## config.mk

```make
export PLATFORM = sky130hd
export DESIGN_NAME = piso_sched_flat
export DESIGN_NICKNAME = d
export VERILOG_FILES = /design/src/rtl/piso_sched_if.sv /design/src/rtl/piso_sched.sv /design/src/flat_wrapper.sv
export SDC_FILE = /design/constraint.sdc
export NUM_CORES = 1
export LEC_CHECK = 0
export ABC_AREA = 1
export BUFFER_PORTS_ARGS = -buffer_cell sky130_fd_sc_hd__buf_2
export CORE_MARGIN = 1.5
export CORE_UTILIZATION = 53
export DETAILED_ROUTE_END_ITERATION = 8
export GPL_ROUTABILITY_DRIVEN = 0
export PLACE_DENSITY = 0.88
export SLEW_MARGIN = 25
export SYNTH_ARGS = -nofsm -noshare
export SYNTH_HDL_FRONTEND = slang
export SYNTH_SLANG_ARGS = --single-unit
```

## constraint.sdc

```tcl
create_clock -name clk -period 4.2 [get_ports clk]
set_input_delay 0.42 -clock clk [delete_from_list [all_inputs] [get_ports clk]]
set_output_delay 0.42 -clock clk [all_outputs]
set_load 0.02 [all_outputs]
```

## src/rtl/piso_sched_if.sv

```systemverilog
// Requester handshake and PISO control bundle for piso_sched.
// master = requester/PISO side, slave = scheduler.
interface piso_sched_if #(
    parameter int NREQ  = 4,
    parameter int WIDTH = 4
);
    localparam int IDW = (NREQ > 1) ? $clog2(NREQ) : 1;

    logic                    hold;
    logic [NREQ-1:0]         req_valid;
    logic [NREQ*WIDTH-1:0]   req_data;
    logic [NREQ-1:0]         req_ready;
    logic                    piso_load;
    logic [WIDTH-1:0]        piso_data;
    logic                    busy;
    logic [IDW-1:0]          grant_id;
    logic                    frame_done;

    modport master (
        output hold, req_valid, req_data,
        input  req_ready, piso_load, piso_data, busy, grant_id, frame_done
    );

    modport slave (
        input  hold, req_valid, req_data,
        output req_ready, piso_load, piso_data, busy, grant_id, frame_done
    );
endinterface

```

## src/rtl/piso_sched.sv

```systemverilog
// Round-robin scheduler sharing one PISO serializer between NREQ requesters.
//   state | meaning
//   IDLE  | arbitrate; req_ready to the winner unless hold
//   LOAD  | one-cycle load strobe to the PISO, counter preset
//   SHIFT | WIDTH cycles while the PISO shifts; frame_done on the last
module piso_sched #(
    parameter int NREQ  = 4,
    parameter int WIDTH = 4
) (
    input logic          clk,
    input logic          rst,
    piso_sched_if.slave  bus
);
    localparam int IDW = (NREQ > 1) ? $clog2(NREQ) : 1;
    localparam int CW  = (WIDTH > 1) ? $clog2(WIDTH) : 1;

    localparam logic [1:0] S_IDLE  = 2'd0;
    localparam logic [1:0] S_LOAD  = 2'd1;
    localparam logic [1:0] S_SHIFT = 2'd2;

    logic [1:0]     state;
    logic [CW-1:0]  cnt;
    logic [IDW-1:0] last_grant;
    logic [IDW-1:0] winner;
    logic           found;
    logic           accept;

    // Search upward from the slot after the last grant, wrapping modulo NREQ.
    always_comb begin
        found  = 1'b0;
        winner = last_grant;
        for (int k = 1; k <= NREQ; k++) begin
            if (!found && bus.req_valid[(int'(last_grant) + k) % NREQ]) begin
                found  = 1'b1;
                winner = IDW'((int'(last_grant) + k) % NREQ);
            end
        end
    end

    assign accept         = (state == S_IDLE) && !bus.hold && found;
    assign bus.req_ready  = accept ? ({{(NREQ-1){1'b0}}, 1'b1} << winner) : '0;
    assign bus.busy       = (state != S_IDLE);
    assign bus.frame_done = (state == S_SHIFT) && (cnt == '0);

    always_ff @(posedge clk) begin
        if (rst) begin
            state         <= S_IDLE;
            cnt           <= '0;
            bus.piso_load <= 1'b0;
            bus.piso_data <= '0;
            bus.grant_id  <= '0;
            last_grant    <= IDW'(NREQ - 1);
        end else begin
            case (state)
                S_IDLE: begin
                    if (accept) begin
                        bus.piso_data <= bus.req_data[winner*WIDTH +: WIDTH];
                        bus.grant_id  <= winner;
                        last_grant    <= winner;
                        bus.piso_load <= 1'b1;
                        state         <= S_LOAD;
                    end
                end
                S_LOAD: begin
                    bus.piso_load <= 1'b0;
                    cnt           <= CW'(WIDTH - 1);
                    state         <= S_SHIFT;
                end
                S_SHIFT: begin
                    if (cnt == '0) begin
                        state <= S_IDLE;
                    end else begin
                        cnt <= cnt - 1'b1;
                    end
                end
                default: begin
                    bus.piso_load <= 1'b0;
                    state         <= S_IDLE;
                end
            endcase
        end
    end
endmodule

```

## src/flat_wrapper.sv

```systemverilog
// flat-port wrapper written by rule: the top's interface ports become plain ports
module piso_sched_flat 
#(
    parameter int NREQ  = 4,
    parameter int WIDTH = 4
)
  (clk, rst, bus_hold, bus_req_valid, bus_req_data, bus_req_ready, bus_piso_load, bus_piso_data, bus_busy, bus_grant_id, bus_frame_done);
  piso_sched_if #(.NREQ(NREQ), .WIDTH(WIDTH)) bus_i ();
  input logic clk;
  input logic rst;
  input wire logic [$bits(bus_i.hold)-1:0] bus_hold;
  input wire logic [$bits(bus_i.req_valid)-1:0] bus_req_valid;
  input wire logic [$bits(bus_i.req_data)-1:0] bus_req_data;
  output wire logic [$bits(bus_i.req_ready)-1:0] bus_req_ready;
  output wire logic [$bits(bus_i.piso_load)-1:0] bus_piso_load;
  output wire logic [$bits(bus_i.piso_data)-1:0] bus_piso_data;
  output wire logic [$bits(bus_i.busy)-1:0] bus_busy;
  output wire logic [$bits(bus_i.grant_id)-1:0] bus_grant_id;
  output wire logic [$bits(bus_i.frame_done)-1:0] bus_frame_done;
  assign bus_i.hold = bus_hold;
  assign bus_i.req_valid = bus_req_valid;
  assign bus_i.req_data = bus_req_data;
  assign bus_req_ready = bus_i.req_ready;
  assign bus_piso_load = bus_i.piso_load;
  assign bus_piso_data = bus_i.piso_data;
  assign bus_busy = bus_i.busy;
  assign bus_grant_id = bus_i.grant_id;
  assign bus_frame_done = bus_i.frame_done;
  piso_sched #(.NREQ(NREQ), .WIDTH(WIDTH)) u_core (.clk(clk), .rst(rst), .bus(bus_i));
endmodule
```

# Word level (Yosys, flattened, before mapping)
# Cells that the tools add are included.
# W data, S select, Z words.
[op_classes]
eq_ne = 5
n_mux = 28
order_cmp = 4
add_sub_neg = 5
multipliers = 0
n_shift = 2
bitwise = 5
div = 0
reduce_logical = 22
[op_table]
columns = ["op", "n"]
rows = [
  ["$lt A3 B4 Y1 const B", 4],
  ["$shiftx A16 B5 Y4", 1],
  ["$mux W2", 7],
  ["$mux W1", 13],
  ["$bmux W1 S2", 4],
  ["$reduce_and A2 Y1", 4],
  ["$reduce_or A2 Y1", 4],
  ["$logic_and A1 B1 Y1", 6],
  ["$pmux W2 S3", 1],
  ["$add A2 B1 Y2 const B", 2],
  ["$add A2 B2 Y2 const B", 2],
  ["$and A1 B1 Y1 const A", 4],
  ["$logic_not A1 Y1", 4],
  ["$logic_not A2 Y1", 2],
  ["$mux W4", 1],
  ["$ne A2 B2 Y1 const B", 2],
  ["$pmux W2 S2", 1],
  ["$reduce_bool A2 Y1", 2],
  ["$shl A1 B2 Y4 const A", 1],
  ["$eq A2 B1 Y1 const B", 1],
  ["$eq A2 B2 Y1 const B", 1],
  ["$ne A2 B1 Y1 const B", 1],
  ["$pmux W1 S2", 1],
  ["$sub A2 B1 Y2 const B", 1],
  ["$not A1 Y1", 1],
]
[word_totals]
memories = 0
latch_bits = 0
in_bits = 23
mem_bits_ro = 0
register_bits = 13
out_inout_bits = 13
wordCells = 77
mem_bits_rw = 0

# Logic depth before layout (Yosys ltp)
# Gate-level depths: netlist of the first run.
[depth]
word_depth = 19
mapped_depth = 14
depth_no_buf = 13

# Least setup slack after synthesis of the first run
# No wires, ideal clock.
[synth_path]
path_type = "reg2out"
start = "reg u_core.last_grant[0]"
end = "out bus_req_ready[0]"
stages_incl_launch_ff = 12
required_time_ps = 3780
setup_slack_ps = 2208
path_buffers = 1
t_arrival_ps = 1572
cell_sequence = "dfxtp_1 > buf_6 > inv_8 > nand2_2 > nand2_2 > nand2_1 > nand2_4 > o2111ai_1 > nand4_4 > nor2_1 > inv_1 > nor2_1"
[synth_via]
elab_chain_cells = 16
elab_cells_between_ends = 33
classes_between = "4 x add/sub; 1 x shift; 21 x mux; 7 x reduce/logical"
[synth_lines]
columns = ["item", "line", "source"]
rows = [
  ["start, declared", "piso_sched.sv:23", "logic [IDW-1:0] last_grant;"],
  ["start signal, assigned", "piso_sched.sv:52", "last_grant <= IDW'(NREQ - 1);"],
  ["start signal, assigned", "piso_sched.sv:59", "last_grant <= winner;"],
  ["$add A2 B1 Y2", "piso_sched.sv:33, piso_sched.sv:35", ""],
  ["$bmux W1 S2", "piso_sched.sv:33", "if (!found && bus.req_valid[(int'(last_grant) + k) % NREQ]) begin"],
  ["$mux W1 (not written as such) (2 in a row)", "piso_sched.sv:33", ""],
  ["$mux W1", "piso_sched.sv:33", ""],
  ["$logic_not A1 Y1", "piso_sched.sv:33", ""],
  ["$logic_and A1 B1 Y1", "piso_sched.sv:33", ""],
  ["$mux W1", "piso_sched.sv:33", ""],
  ["$logic_not A1 Y1", "piso_sched.sv:33", ""],
  ["$logic_and A1 B1 Y1", "piso_sched.sv:33", ""],
  ["$mux W1", "piso_sched.sv:33", ""],
  ["$logic_not A1 Y1", "piso_sched.sv:33", ""],
  ["$logic_and A1 B1 Y1", "piso_sched.sv:33", ""],
  ["$mux W2 or $mux W1 (tied branches)", "piso_sched.sv:33", ""],
  ["$shl A1 B2 Y4 or $logic_and A1 B1 Y1 (tied branches)", "piso_sched.sv:41, piso_sched.sv:40", ""],
  ["$mux W4 (*)", "piso_sched.sv:41", "assign bus.req_ready = accept ? ({{(NREQ-1){1'b0}}, 1'b1} << winner) : '0;"],
  ["end, declared", "flat_wrapper.sv:14", "output wire logic [$bits(bus_i.req_ready)-1:0] bus_req_ready;"],
]
# Every way passes the cells marked *; elsewhere a longest branch is shown, timed or not. The select of a mux whose other input is x is not followed.

# Final worst setup path of the first run
[layout_path]
start = "reg u_core.last_grant[0]"
end = "out bus_req_ready[2]"
# Same word-level chain as after synthesis.

==> summary.md, run 1 <==
| Metric | Value |
|---|---|
| First-pass GRT wire length | `4.02 mm` |
| Clk slew on worst S/H paths | `0.08 ns` |
| CP dominant cell by count | `nand2_2` |
| Clock buffer count from CTS | `3` |
| Comb pwr share | `62.0%` |
| Pin count of the biggest net entering global routing | `11` |
| Minimum clock period after layout | `2.60 ns` |
| Critical Path Fanout Max | `9` |
| Leakage dissipation | `0.000699 uW` |
| Placed cell area | `0.00121 mm2` |
| Residual DRC count | `0` |
| DR iter-0 viols | `43` |
| Starting Density | `58.0%` |
| Final Max Slew Viols | `0` |
| Post-CTS setup buffers | `0` |
| Internal power | `315 uW` |
| Core Box Area | `0.00176 mm2` |
| H-tree levels | `1` |
| Via count | `1117` |
| Area Growth Syn to Fin | `21.3%` |
| Post-Route Setup TNS | `0 ns` |
| Grt total ovfl | `0` |
| Worst min path class | `input pin to flop` |
| IO Pins | `36` |
| Final clock skew | `0.00369 ns` |
| # resized after CTS | `0` |
| Die H | `46.9 um` |
| Crit start category | `flop` |
| Cts hold-fix bufs | `0` |
| CTS tree | `done` |
| Hold Fails Final Rpt | `0` |
| P per Cell Area | `520 mW/mm2` |
| Clock sink count | `13` |
| Diodes inserted | `0` |
| Router iterations before antenna repair | `4` |
| Crit share post-route | `62.0%` |
| Peak VDD IR | `346 uV` |
| Die X | `46.9 um` |
| Layout Nets | `222` |
| Worst path max stage delay | `0.62 ns` |
| Fmax | `0.384 GHz` |
| Ratio of cells with drive above 1 in the final layout | `33.0%` |
| Synth warnings | `0` |
| Cell Chain, Critical Path | `inv_8 > nand2_1 > nand2_2 > nand2_1 > nand2_2 > nand2_2 > nand2_2 > nand2_4 > nand2_4 > nor2_1 > inv_1 > nor2_1 > buf_2` |
| Worst slew pin tran | `0.479 ns` |
| Status | `complete, no violations` |
| Avg Inst Size Synth | `6.40 um2` |
| Switching power | `329 uW` |
| Syn Inst Count | `160` |
| Data required, critical path | `3.78 ns` |
| Switching share of power | `51.1%` |
| Clock network power share | `12.1%` |
| Max-Cap Viols | `0` |
| Cell variety after synth | `23` |
| Final HPWL DP | `2.09 mm` |
| CP Class | `flop to primary output` |
| IO Port Bufs | `35` |
| Antenna-violating nets left | `0` |
| Critical Path AT | `2.18 ns` |
| Final setup viols | `0` |
| CTS Buffer Depth | `2` |
| Slew HR | `68.0%` |
| Wire per inst | `11.5 um` |
| Synth Net Count | `184` |
| Total track usage | `25.6%` |
| Vias per cell | `5.03` |
| # rows | `15` |
| RSZ-0062 raised after global routing | `no` |
| Clock Latency Late Sink | `0.28 ns` |
| Synth Cell Area | `0.00102 mm2` |
| Synthesized flop and latch total | `13` |
| Die area | `0.00220 mm2` |
| Fin area | `0.00124 mm2` |
| Vias in the first global route | `964` |
| Seq pwr share | `25.9%` |
| WL final | `2.55 mm` |
| Antenna violations before repair | `0` |
| CP endpoint kind | `primary output` |
| Sequential area share after synthesis | `25.4%` |
| # fillers | `163` |
| CP max-delay cell | `dfxtp_1` |
| Root buf cell | `clkbuf_4` |
[through the flow]
stage | utilization (%) | total power [uW] | setup slack, ns | hold slack, ns | instances
floorplan | - | 473 | 2.21 | 0.450 | 160
global placement | 68.9 | 554 | 2.01 | 0.458 | 218
detailed placement | 68.9 | 566 | 1.91 | 0.458 | 218
CTS | 70.4 | 642 | 1.60 | 0.416 | 222
global route | 70.4 | 691 | 1.39 | 0.424 | 222
finish | 70.4 | 645 | 1.60 | 0.412 | 222
[cell usage after synthesis]
library cell / number / share of area [%]
a21oi_1: 7 / 3.4
a32o_1: 1 / 0.98
buf_6: 1 / 1.1
clkbuf_1: 1 / 0.37
clkinv_4: 1 / 0.86
dfxtp_1: 13 / 25
ha_1: 1 / 1.2
inv_1: 21 / 7.7
inv_2: 1 / 0.37
inv_4: 1 / 0.61
inv_8: 1 / 1.1
nand2_1: 51 / 19
nand2_2: 11 / 6.7
nand2_4: 6 / 6.6
nand3_1: 18 / 8.8
nand3_2: 5 / 4.9
nand4_4: 1 / 2.1
nor2_1: 11 / 4.0
nor3_1: 1 / 0.49
o2111ai_1: 1 / 0.86
o211ai_1: 2 / 1.5
o21ai_0: 3 / 1.5
o21bai_1: 1 / 0.73
[flip-flops by register name, indices dropped and copies added (netlist names)]
name                  cells
u_core.bus.grant_id       2
u_core.bus.piso_data      4
u_core.bus.piso_load      1
u_core.cnt                2
u_core.last_grant         2
u_core.state              2
[worst paths after layout]
check                          from                       to  slack [ns]  cells past startpoint
min reg2reg  u_core.bus.grant_id[1]   u_core.bus.grant_id[1]        0.47                      2
max reg2reg    u_core.last_grant[0]  u_core.bus.piso_data[0]        2.31                     13
max            u_core.last_grant[0]         bus_req_ready[2]        1.60                     13
min                             rst  u_core.bus.piso_data[1]        0.41                      2
[cell type report]
class | instances | area [um2] | area share, %
clock buffers | 4 | 26.3 | 2.12
inverters | 25 | 109 | 8.77
multi-input cells | 120 | 639 | 51.5
flip-flops and latches | 13 | 260 | 21.0
well taps | 25 | 31.3 | 2.52
repair buffers | 35 | 175 | 14.1
[logic make-up (layout without fill, tap and decap cells)]
family,after synthesis,after routing,share of synthesized area (%)
buffers and inverters,27,64,12.1
AOI/OAI and AO/OA,15,15,8.92
and+or+nand+nor,104,104,52.3
adders and majority gates,1,1,1.22
DFF,13,13,25.4
[critical path: cells and delay by family (launching register included)]
kind          cells  cell delay, ns
simple gates     10            0.94
buf+inv           3            0.33
flops             1            0.62
[power groups by stage]
stage	Combinational [uW]	Clock (uW)	Sequential, uW
6_report	400	77.9	167
3_5_place_dp	397	0	169
3_3_place_gp	386	0	168
2_1_floorplan	293	0	180
4_1_cts	399	76.6	167
5_1_grt	438	83.7	169
[cells in the final DEF, fill, tap and decap left out]
master | Yosys | final
nand2_1 | 51 | 51
buf_2 | 0 | 35
inv_1 | 21 | 21
nand3_1 | 18 | 18
dfxtp_1 | 13 | 13
nand2_2 | 11 | 11
nor2_1 | 11 | 11
a21oi_1 | 7 | 7
nand2_4 | 6 | 6
nand3_2 | 5 | 5
o21ai_0 | 3 | 3
clkbuf_4 | 0 | 3
o211ai_1 | 2 | 2
inv_8 | 1 | 1
inv_2 | 1 | 1
inv_4 | 1 | 1
o2111ai_1 | 1 | 1
nand4_4 | 1 | 1
o21bai_1 | 1 | 1
nor3_1 | 1 | 1
clkinv_4 | 1 | 1
a32o_1 | 1 | 1
ha_1 | 1 | 1
clkbuf_1 | 1 | 1
[layer usage]
layer / vias to the layer above / GRT usage [%] / part of all wire [%]
li1: 581 / - / -
met1: 492 / 33.1 / 44
met2: 39 / 44.1 / 50
met3: 5 / 2.69 / 5.0
met4: 0 / 9.44 / 1.3
met5: - / 0 / 0
No activity file was read; power rests on OpenSTA's default activity.
==> inputs of run 2 (changes only) <==
- CORE_UTILIZATION: 53 -> 44
- PLACE_DENSITY: 0.88 -> 0.79
- clock period: 4.2 -> 2.3 ns (I/O delays scaled with it)
==> run 2 against run 1 <==
Sequential power grew 78%. First-iteration DRC count shrank 42%. Sequential cell count unchanged. Largest power group unchanged. Combinational power grew 96%. Count of clock-buffer cells in the layout did not move. Core utilization down 11 points. Clock power increased by 89%. Register-to-register slack worse by 1.8 ns. Sequential share of layout area fell by 0.64 points. Critical path depth is 1 higher. Clock skew fell by 0.0030 ns. Largest cell class unchanged. Cell area rose by 5.1%.
==> summary.md, run 2 (same netlist as run 1, synthesis figures left out) <==
| Metric | Value |
|---|---|
| Slew HR | `78.8% (+11 points)` |
| Final Max Slew Viols | `0 (unchanged)` |
| Register area | `265 um2 (+1.9%)` |
| RSZ-0062 raised after global routing | `no` |
| IO Port Bufs | `35 (unchanged)` |
| Area Growth Syn to Fin | `27.5%` |
| Starting Density | `46.3% (-12 points)` |
| Vias per cell | `5.03 (about the same)` |
| Most frequent cells in the layout | `nand2_1 (51), buf_2 (31), inv_1 (21)` |
| Max-Cap Viols | `0 (unchanged)` |
| Residual DRC count | `0 (unchanged)` |
| Leakage dissipation | `0.000722 uW (+3.2%)` |
| H-tree levels | `1 (unchanged)` |
| Antenna-violating nets left | `0 (unchanged)` |
| Core Box Area | `0.00221 mm2 (+25%)` |
| Post-route total power | `1230 uW (+91%)` |
| First-pass GRT wire length | `4.22 mm (+4.8%)` |
| Peak VDD IR | `583 uV (+68%)` |
| Switching power | `620 uW (+88%)` |
| Pin count of the biggest net entering global routing | `11 (unchanged)` |
| Die H | `51.2 um (+9.1%)` |
| Worst hold path startpoint | `rst` |
| Die X | `51.2 um (+9.1%)` |
| Crit share post-route | `94.3%` |
| Layout Nets | `227 (+2.3%)` |
| Cell Chain, Critical Path | `buf_4 > inv_8 > nand2_1 > nand2_2 > nand2_1 > nand2_2 > nand2_2 > nand2_2 > nand2_4 > nand2_4 > nor2_1 > inv_1 > nor2_2 > buf_4` |
| Post-Route Setup TNS | `0 ns (unchanged)` |
| Multi-input logic area | `647 um2 (+1.2%)` |
| Clock Latency Late Sink | `0.28 ns (about the same)` |
| Seq pwr share | `24.3% (-1.6 points)` |
| Max reg flops | `4 (unchanged)` |
| Status | `complete, no violations` |
| Clock network power share | `11.9% (-0.2 points)` |
| Critical Path AT | `1.94 ns (-0.24 ns)` |
| Worst reg2reg path startpoint | `u_core.last_grant[0]` |
| Clock buffer count from CTS | `3 (unchanged)` |
| Vias in the first global route | `1051 (+9.0%)` |
| DR iter-0 viols | `25 (-42%)` |
| CP dominant cell by count | `nand2_2` |
| P per Cell Area | `942 mW/mm2 (+81%)` |
| Diodes inserted | `0 (unchanged)` |
| Comb pwr share | `63.8% (+1.8 points)` |
| Crit start category | `flop` |
| CTS Buffer Depth | `2 (unchanged)` |
| Worst path max stage delay | `0.36 ns (-0.26 ns)` |
| CTS tree | `done` |
| Root buf cell | `clkbuf_4` |
| Worst slew pin tran | `0.318 ns (-0.162 ns)` |
| IO Pins | `36 (unchanged)` |
| Most common cell after layout, fill and taps aside | `nand2_1` |
| Ratio of cells with drive above 1 in the final layout | `37.1% (+4.1 points)` |
| Final setup viols | `0 (unchanged)` |
| WL final | `2.64 mm (+3.6%)` |
| Minimum clock period after layout | `2.17 ns` |
| Wire per inst | `11.5 um (about the same)` |
| Switching share of power | `50.4% (-0.70 points)` |
| Crit. Startpoint | `u_core.last_grant[0]` |
| Reg with most FFs | `u_core.bus.piso_data` |
| Die area | `0.00262 mm2 (+19%)` |
| Fmax | `0.461 GHz` |
| CP endpoint kind | `primary output` |
| Internal power | `610 uW (+93%)` |
| Data required, critical path | `2.07 ns (-1.71 ns)` |
| Clk slew on worst S/H paths | `0.08 ns (about the same)` |
| Antenna violations before repair | `0 (unchanged)` |
| Total track usage | `21.2% (-4.5 points)` |
| Final HPWL DP | `2.11 mm (+1.3%)` |
| Clock sink count | `13 (unchanged)` |
| # fillers | `219 (+34%)` |
| CP max-delay cell | `dfxtp_4` |
| WHS | `0.225 ns (-0.187 ns)` |
| Final clock skew | `0.000669 ns (-0.00302 ns)` |
| Cts hold-fix bufs | `0 (unchanged)` |
| Critical Path Fanout Max | `9 (unchanged)` |
| Worst min path class | `input pin to flop` |
| Via count | `1157 (+3.6%)` |
| CP Class | `flop to primary output` |
| Router iterations before antenna repair | `4 (unchanged)` |
| Hold Fails Final Rpt | `0 (unchanged)` |
| Grt total ovfl | `0 (unchanged)` |
| # rows | `17 (+2)` |
[run 2: cell count changes in the layout (fill, tap and decap cells not counted), sizes merged]
| cell | before | now |
|---|---|---|
| buf | 35 | 40 |
[run 2: metrics by stage]
stage / utilization [%] / setup slack, ns / area [um2] / cells
4_1_cts: 57.0 / 0.0349 / 1260 / 227
6_report: 59.0 / 0.132 / 1310 / 230
5_1_grt: 59.0 / 0.00244 / 1310 / 230
2_1_floorplan: - / 0.498 / 1020 / 160
3_3_place_gp: 55.8 / 0.348 / 1230 / 223
3_5_place_dp: 55.8 / 0.261 / 1230 / 223
[run 2: path summary, 6_finish.rpt]
kind,to,depth (start not counted),slack (ns)
setup / recovery,bus_req_ready[1],14,0.13
hold / removal,u_core.bus.piso_data[3],2,0.22
setup reg to reg,u_core.bus.grant_id[0],12,0.52
hold reg to reg,u_core.bus.piso_data[3],2,0.47
[run 2: power by group through the flow]
stage               clock network [uW]  logic (uW)  registers [uW]
finish                             147         784             298
global route                       154         861             302
CTS                                143         743             300
detailed placement                   0         741             303
global placement                     0         714             301
floorplan                            0         534             330
[run 2: timing repair]
| action | in CTS | in global routing |
|---|---|---|
| cloned | 0 | 0 |
| setup endpoints to repair | 4 | 4 |
| hold endpoints to repair | 0 | 0 |
| resized for setup | 1 | 9 |
| buffers inserted | 0 | 3 |
| pin swaps | 0 | 1 |
[run 2: area by class of cell]
type / instances / area share (%)
clock buffers: 4 / 2.01
inverters: 25 / 8.34
multi-input cells: 120 / 49.6
flip-flops and latches: 13 / 20.3
well taps: 28 / 2.68
repair buffers: 40 / 17.1
[run 2: worst max-delay path: cells and delay by family (launching register included)]
| kind | cells | cell delay (ns) |
|---|---|---|
| flip-flops | 1 | 0.36 |
| AND/OR/NAND/NOR | 10 | 0.88 |
| buffers and inverters | 4 | 0.41 |
[run 2: metal layers]
layer | up-vias | global-route usage [%] | wire (um)
met2 | 36 | 38.5 | 1380
met4 | 0 | 7.02 | 24
met5 | - | 0 | 0
met1 | 529 | 25.4 | 1100
li1 | 587 | - | -
met3 | 5 | 2.92 | 136
==> inputs of run 3 (changes only) <==
- CORE_UTILIZATION: 44 -> 46
- CTS_BUF_LIST: unset -> sky130_fd_sc_hd__clkbuf_4 sky130_fd_sc_hd__clkbuf_8
- PLACE_DENSITY: 0.79 -> 0.82
==> run 3 against run 2 <==
Sequential power up 2%. Count of clock-buffer cells in the layout unchanged. Global-route usage shrank 0.58 points. Clock skew increased by 0.00069 ns. Worst setup slack improved by 0.074 ns. Core utilization up 4.2 points.
==> summary.md, run 3 (same netlist as run 1, synthesis figures left out) <==
| Metric | Value |
|---|---|
| Diodes inserted | `0 (unchanged)` |
| Core Box Area | `0.00202 mm2 (-8.6%)` |
| Reg with most FFs | `u_core.bus.piso_data` |
| Slew HR | `77.3% (-1.5 points)` |
| Worst slew pin tran | `0.340 ns (+0.0219 ns)` |
| Internal reg-to-reg setup slack | `0.68 ns (+0.16 ns)` |
| Setup ws final | `0.206 ns (+0.0741 ns)` |
| IO Port Bufs | `35 (unchanged)` |
| Final HPWL DP | `1.99 mm (-5.5%)` |
| Final Max Slew Viols | `0 (unchanged)` |
| First-pass GRT wire length | `4.03 mm (-4.4%)` |
| # fillers | `203 (-7.3%)` |
| H-tree levels | `1 (unchanged)` |
| Die H | `50.2 um (-2.1%)` |
| CP dominant cell by count | `nand2_2` |
| Critical R2R Capture | `u_core.bus.piso_data[2]` |
| WL final | `2.43 mm (-8.1%)` |
| Ratio of cells with drive above 1 in the final layout | `36.0% (-1.1 points)` |
| Clock sink count | `13 (unchanged)` |
| CP max-delay cell | `dfxtp_2` |
| Vias per cell | `5.01 (-0.34%)` |
| Fmax | `0.478 GHz (+3.5%)` |
| CTS Buffer Depth | `2 (unchanged)` |
| Clk slew on worst S/H paths | `0.07 ns (about the same)` |
| Leakage dissipation | `0.000716 uW (-0.71%)` |
| DR iter-0 viols | `23 (-8.0%)` |
| Antenna violations before repair | `0 (unchanged)` |
| Residual DRC count | `0 (unchanged)` |
| Router iterations before antenna repair | `4 (unchanged)` |
| Root buf cell | `clkbuf_4` |
| Worst reg2reg path startpoint | `u_core.last_grant[1]` |
| Hold path cells | `2 (unchanged)` |
| Crit share post-route | `91.0% (-3.2 points)` |
| Max reg flops | `4 (unchanged)` |
| Final setup viols | `0 (unchanged)` |
| Vias in the first global route | `950 (-9.6%)` |
| Hold Path End | `u_core.bus.piso_load` |
| Die X | `50.2 um (-2.1%)` |
| Peak VDD IR | `543 uV (-6.9%)` |
| Data required, critical path | `2.07 ns (about the same)` |
| Clock buffer count from CTS | `3 (unchanged)` |
| Status | `complete, no violations` |
| Most common cell after layout, fill and taps aside | `nand2_1` |
| R2R depth | `13 (+1)` |
| Hold Fails Final Rpt | `0 (unchanged)` |
| CP endpoint kind | `primary output` |
| DP Worst Slack | `0.308 ns (+0.0467 ns)` |
| Layout Nets | `225 (-0.88%)` |
| # rows | `16 (-1)` |
| Post-route total power | `1190 uW (-3.6%)` |
| Area Growth Syn to Fin | `24.8%` |
| Critical Path AT | `1.86 ns (-0.08 ns)` |
| Wire per inst | `10.7 um (-6.9%)` |
| Fin area | `0.00128 mm2 (-2.1%)` |
| CTS tree | `done` |
| Worst hold path startpoint | `rst` |
| Crit start category | `flop` |
| Core Util, Final | `63.2% (+4.2 points)` |
| IO Pins | `36 (unchanged)` |
| Most frequent cells in the layout | `nand2_1 (51), buf_2 (35), inv_1 (21)` |
| Starting Density | `50.6% (+4.4 points)` |
| Pin count of the biggest net entering global routing | `11 (unchanged)` |
| Antenna-violating nets left | `0 (unchanged)` |
| Grt total ovfl | `0 (unchanged)` |
| Placed cell area | `0.00122 mm2 (-0.71%)` |
| Via count | `1138 (-1.6%)` |
| Final clock skew | `0.00136 ns (+0.000693 ns)` |
| Worst min path class | `input pin to flop` |
| CP Class | `flop to primary output` |
| Critical Path Fanout Max | `8 (-1)` |
| P per Cell Area | `928 mW/mm2 (-1.5%)` |
| Die area | `0.00252 mm2 (-4.1%)` |
| Cts hold-fix bufs | `0 (unchanged)` |
| Worst path max stage delay | `0.39 ns (+0.03 ns)` |
| Clock Latency Late Sink | `0.27 ns (about the same)` |
| Cell Chain, Critical Path | `inv_2 > nand2_1 > nand2_2 > nand2_1 > nand2_2 > nand2_2 > nand2_2 > nand2_4 > nand2_4 > nor2_2 > inv_1 > nor2_1 > buf_2` |
| Total track usage | `20.6% (-0.58 points)` |
| Minimum clock period after layout | `2.09 ns (-0.0741 ns)` |
| Max-Cap Viols | `0 (unchanged)` |
==> run 3: cell type report <==
| class | count | area (um2) | area share, % |
|---|---|---|---|
| Multi-Input combinational cell | 120 | 642 | 50.2 |
| Sequential cell | 13 | 265 | 20.8 |
| Timing Repair Buffer | 38 | 198 | 15.5 |
| Inverter | 25 | 109 | 8.52 |
| Tap cell | 27 | 33.8 | 2.64 |
| Clock buffer | 4 | 30.0 | 2.35 |
==> run 3: layer usage <==
layer  wire (um)  track usage (%)  part of all wire [%]
met1        1090             25.4                    45
met2        1180             36.2                    48
met3         114             1.19                   4.7
met4          50             9.72                   2.1
met5           0                0                     0
==> run 3: worst max-delay path by stage <==
| stage | slack, ns | depth (start not counted) | from | endpoint |
|---|---|---|---|---|
| finish | 0.21 | 13 | u_core.last_grant[1] | bus_req_ready[2] |
| detailed placement | 0.31 | 11 | u_core.last_grant[0] | bus_req_ready[2] |
| global route | -0.007 | 13 | u_core.last_grant[1] | bus_req_ready[1] |
| CTS | 0.09 | 13 | u_core.last_grant[1] | bus_req_ready[2] |
| floorplan | 0.50 | 11 | u_core.last_grant[0] | bus_req_ready[0] |
| global placement | 0.38 | 11 | u_core.last_grant[0] | bus_req_ready[2] |
==> run 3: worst max-delay path, delay by kind of cell, from the launching register on <==
| family | cells | cell delay, ns |
|---|---|---|
| and+or+nand+nor | 10 | 0.88 |
| buffers and inverters | 3 | 0.32 |
| DFF | 1 | 0.39 |
==> run 3: where the power goes <==
group	internal [uW]	leakage [uW]	switching (uW)	total, uW
clock	79.1	0.0000184	68.5	148
combinational	252	0.000591	482	734
sequential	271	0.000107	33.1	304
==> run 3: what timing repair did <==
action | CTS | global route
resized for setup | 1 | 3
setup endpoints to repair | 2 | 4
cloned | 0 | 0
pin swaps | 0 | 1
buffers inserted | 0 | 2
==> run 3: stage by stage <==
step                      cells   TNS, ns  hold slack (ns)
after CTS                   225         0            0.218
after global routing        227  -0.00652            0.241
after detailed placement    221         0            0.460
final                       227         0            0.231
after floorplan             160         0            0.450
after global placement      221         0            0.460
